===== config.mk =====
export PLATFORM = sky130hd
export DESIGN_NAME = reg_file
export DESIGN_NICKNAME = d
export VERILOG_FILES = /design/src/rtl/reg_file.sv
export SDC_FILE = /design/constraint.sdc
export NUM_CORES = 2
export LEC_CHECK = 0
export CAP_MARGIN = 20
export CORE_MARGIN = 4
export CORE_UTILIZATION = 35
export CTS_BUF_LIST = sky130_fd_sc_hd__clkbuf_16
export CTS_CLUSTER_DIAMETER = 100
export DETAILED_ROUTE_END_ITERATION = 6
export SYNTH_ARGS = -nofsm -noshare
export SYNTH_HDL_FRONTEND = slang
export SYNTH_SLANG_ARGS = --single-unit

===== constraint.sdc =====
create_clock -name clk -period 3 [get_ports clk]
set_input_delay 0.45 -clock clk [delete_from_list [all_inputs] [get_ports clk]]
set_output_delay 0.45 -clock clk [all_outputs]
set_load 0.03 [all_outputs]

===== src/rtl/reg_file.sv =====
// Two-read, one-write register file with x0 hardwired to zero.
// Write-first bypass, saturating write counter and a sequential clear engine.
module reg_file #(
    parameter  int XLEN  = 32,
    parameter  int NREGS = 32,
    localparam int AW    = $clog2(NREGS)
) (
    input  logic            clk,
    input  logic            rst_n,
    input  logic [AW-1:0]   rs1_addr,
    input  logic [AW-1:0]   rs2_addr,
    input  logic [AW-1:0]   rd_addr,
    input  logic [XLEN-1:0] wr_data,
    input  logic            reg_write,
    input  logic            clear_req,
    output logic [XLEN-1:0] rd_data_1,
    output logic [XLEN-1:0] rd_data_2,
    output logic            busy,
    output logic            clear_done,
    output logic [15:0]     write_count
);

    typedef enum logic {
        IDLE,
        CLEAR
    } state_t;

    state_t          state, state_nx;
    logic [AW-1:0]   ptr, ptr_nx;
    logic            done_nx;
    logic            wr_en;
    logic [XLEN-1:0] regs [NREGS];

    assign wr_en = reg_write && (rd_addr != '0) && !busy;

    always_comb begin
        state_nx = state;
        ptr_nx   = ptr;
        busy     = 1'b0;
        done_nx  = 1'b0;
        unique case (state)
            IDLE: begin
                if (clear_req) begin
                    state_nx = CLEAR;
                    ptr_nx   = AW'(1);
                end
            end
            CLEAR: begin
                busy   = 1'b1;
                ptr_nx = ptr + AW'(1);
                if (ptr == AW'(NREGS - 1)) begin
                    state_nx = IDLE;
                    done_nx  = 1'b1;
                end
            end
            default: state_nx = IDLE;
        endcase
    end

    always_ff @(posedge clk or negedge rst_n) begin
        if (!rst_n) begin
            state      <= IDLE;
            ptr        <= '0;
            clear_done <= 1'b0;
        end else begin
            state      <= state_nx;
            ptr        <= ptr_nx;
            clear_done <= done_nx;
        end
    end

    // x0 is never targeted: writes skip it and the clear starts at 1
    always_ff @(posedge clk or negedge rst_n) begin
        if (!rst_n) begin
            for (int i = 0; i < NREGS; i++) begin
                regs[i] <= '0;
            end
        end else if (busy) begin
            regs[ptr] <= '0;
        end else if (wr_en) begin
            regs[rd_addr] <= wr_data;
        end
    end

    always_ff @(posedge clk or negedge rst_n) begin
        if (!rst_n) begin
            write_count <= '0;
        end else if (wr_en && (write_count != 16'hFFFF)) begin
            write_count <= write_count + 16'd1;
        end
    end

    always_comb begin
        rd_data_1 = '0;
        if (rs1_addr != '0) begin
            if (wr_en && (rd_addr == rs1_addr)) begin
                rd_data_1 = wr_data;
            end else begin
                rd_data_1 = regs[rs1_addr];
            end
        end
    end

    always_comb begin
        rd_data_2 = '0;
        if (rs2_addr != '0) begin
            if (wr_en && (rd_addr == rs2_addr)) begin
                rd_data_2 = wr_data;
            end else begin
                rd_data_2 = regs[rs2_addr];
            end
        end
    end

endmodule

==> summary.md <==
| Metric | Value |
|---|---|
| Worst rel slew slack | `0.437` |
| ANT nets after route | `0` |
| Most used standard cell by instance count after synthesis | `dfrtp_1` |
| Critical Path Fanout Max | `7` |
| Type of origin of the critical path | `register` |
| Register area share after synthesis | `0.481` |
| Master of the slowest instance on the critical path | `dfrtp_1` |
| Count of buffers inserted at the top-level ports | `132` |
| Final Wtd Congestion | `0.895` |
| Layout Utilization | `0.454` |
| Routed length per instance | `32.8 µm` |
| Part of the cycle the worst path needs | `1.10` |
| Transition at the pin with the smallest max-transition slack | `0.843 ns` |
| DRC Markers | `0` |
| FF-to-FF path depth | `7` |
| Maximum operating frequency | `0.304 GHz` |
| Number of vias after detailed routing | `43845` |
| Cells along the critical path | `nor2b_2, buf_6, o31ai_4, buf_6, nor3b_4, buf_12, buf_12, nor2_4, a221oi_4, buf_4, buf_12` |
| # fillers | `13450` |
| Area share of the leading cell type in the synthesized netlist | `0.481` |
| Design Power | `40.5 mW` |
| Clock transition at the registers of the reported paths | `0.06 ns` |
| Maximum single-stage delay on the critical path | `0.39 ns` |
| Maximum number of pins on one net before global-route repair | `83` |
| Area leader, netlist | `dfrtp_1` |
| Net count after synthesis | `4084` |
| Standard cell core area | `154000 µm²` |
| Post-Route Hold Slack | `0.371 ns` |
| Cell chosen for the clock root | `clkbuf_16` |
| Vias in the first global route | `44645` |
| Number of I/O pins | `133` |
| Clk_skew | `0.0295 ns` |
| Post-route cell area | `70000 µm²` |
| Largest vdd supply drop | `511 µV` |
| GR Util All Layers | `0.259` |
| Max-capacitance violation count | `0` |
| Netlist Area Pre-Place | `54500 µm²` |
| Instance count after placement with tap cells included | `6292` |
| Drt via density | `6.70` |
| Final net count | `4460` |
| Drt initial violations | `5547` |
| Number of register bits inferred by synthesis | `1047` |
| Total detailed-routing wirelength | `215000 µm` |
| CP arrival | `2.84 ns` |
| Remaining global-route overflow | `0` |
| Crit. End Element | `output pin` |
| Reg area | `26200 µm²` |
| Number of detailed-route iterations in the first pass | `6` |
| Final worst setup slack | `-0.288 ns` |
| Final critical delay including setup and external delays | `3.29 ns` |
| Leading cell types by count after synthesis | `dfrtp_1 (1047), a22o_1 (992), mux4_2 (446)` |
| Standard-cell row count | `144` |
| Result of the run | `finished with violations` |
| Number of unique standard cell types used by synthesis | `56` |
| H-tree depth reported by CTS | `3` |
| Starting density of the core | `0.353` |
| Path type of the worst setup path | `register to output pin` |
| Final-report hold violation count | `0` |
| Number of buffers created by CTS | `110` |
| Clock latency on the worst-skew pair | `0.75 ns` |
| Most frequent cell on the critical path | `buf_12` |
| Number of enable flip-flop cells after synthesis | `0` |
| Chip height | `403 µm` |
| Maximum root-to-sink buffer count | `3` |
| Setup-failing EPs final | `63` |
| Initial antenna violation count | `4` |
| Synth area leaders | `dfrtp_1 (48%), mux4_2 (18%), a22o_1 (16%), mux2_2 (3.4%), clkbuf_1 (2.3%)` |
| Number of warning messages in the yosys log | `0` |
| Crit path required time | `2.55 ns` |
| Average size of a mapped cell | `13.5 µm²` |
| Final TNS setup | `-9.20 ns` |
| Cell type group with the largest total delay on the critical path | `buffers and inverters` |
| Worst setup slack after placement | `-0.489 ns` |
| Cells after synthesis | `4027` |
| Die width | `403 µm` |
| Violations in the final reports | `setup timing` |
| Unrepaired setup endpoints after global routing | `yes` |
| Min-Delay Path Class | `input port to async pin` |
| Global-route wire length before repair | `314000 µm` |
| Combined area of the multi-input logic cells | `28200 µm²` |
| Dominant register cell in the synthesized netlist | `dfrtp_1` |
| Fraction of registers with async set or reset after synthesis | `1.00` |
| Layout overhead on the synthesized area | `28.5%` |
| Die Area | `162000 µm²` |
| Cell depth of the worst setup path | `11` |
| Power density over the cells | `578 nW/µm²` |
| Leak | `30.7 nW` |
| Fraction of layout cells with a size suffix above 1 | `0.404` |
| Count of final max-slew check failures | `0` |
| CTS tree | `done` |
| Count of buffering cells on the critical path with inverters included | `6` |
| Number of sinks on the clock net | `1047` |
| HPWL after DPL | `135000 µm` |
| Final non-filler cell total | `6543` |
| Placement Cell Area | `64000 µm²` |
## path summary, 6_finish.rpt
path                            start            end  slack (ns)
min                             rst_n      regs[228]        0.37
max in group asynchronous       rst_n       regs[90]        1.67
max                             state  rd_data_1[25]       -0.29
max reg2reg                    ptr[0]      regs[551]        0.60
min in group clk           regs[1001]     regs[1001]        0.50
min reg2reg                regs[1001]     regs[1001]        0.50
## repair_timing
item                                    CTS  global route
resized for setup                       280            79
pin swaps                               102            57
endpoints found under the setup margin   64            64
hold buffers                              1             0
cloned                                    2             2
endpoints found under the hold margin    33             0
setup buffers                            45            29
## per-layer routing
layer / global-route usage / vias up / share of wire
met5: 0 / - / 0.000061
met1: 0.340 / 23146 / 0.38
met2: 0.396 / 3039 / 0.45
met3: 0.0763 / 629 / 0.12
met4: 0.122 / 2 / 0.048
li1: - / 17029 / -
## state kept, by name, indices dropped and copies added (netlist names)
| name | count |
|---|---|
| clear_done | 1 |
| ptr | 5 |
| regs | 1024 |
| state | 1 |
| write_count | 16 |
## cell usage in the layout (no fill, tap or decap), drive strengths merged, types with 53 or more instances in the layout
| master | synthesis | layout |
|---|---|---|
| dfrtp | 1047 | 1047 |
| a22o | 992 | 992 |
| buf | 177 | 720 |
| mux4 | 446 | 446 |
| nor2 | 170 | 170 |
| mux2 | 163 | 163 |
| o22ai | 127 | 127 |
| clkbuf | 342 | 120 |
| mux2i | 66 | 66 |
| nor4 | 64 | 64 |
| a211oi | 63 | 63 |
| clkdlybuf4s50 | 0 | 54 |
| nand2 | 53 | 53 |
## cells by family (layout without fill, tap and decap cells)
group / after synthesis / count (layout) / synth area share
AO/OA/AOI/OAI: 1361 / 1361 / 0.207
XOR/XNOR: 25 / 25 / 0.00402
adder cells (fa/ha/maj): 6 / 6 / 0.00138
buffers and inverters: 524 / 992 / 0.0417
flip-flops: 1047 / 1047 / 0.481
multiplexers: 675 / 675 / 0.230
other: 0 / 4 / 0
AND/OR/NAND/NOR: 389 / 389 / 0.0352
## worst reg2reg max path, cell delays in order, from the launching register on
cell     delay (ns)
dfrtp_1        0.44
inv_1          0.09
ha_1           0.19
and2_1         0.27
buf_4          0.25
a21oi_4        0.60
buf_4          0.31
a22o_1         0.16
## report_power, final
group	switching [mW]	leakage [nW]	total [mW]	internal, mW
clock network	6.17	1.93	14.7	8.56
logic	4.98	14.2	9.22	4.24
registers	1.12	14.6	16.5	15.4
## layout make-up
type                       count  share of cell area
antenna                        4            0.000143
clock buffer                 115              0.0411
clock inverter                89              0.0136
inverter                       5            0.000268
multi-input combinational   2456               0.403
sequential                  1047               0.374
tap                         2044              0.0365
timing repair buffer         783               0.132
No activity file was read; power rests on OpenSTA's default activity.
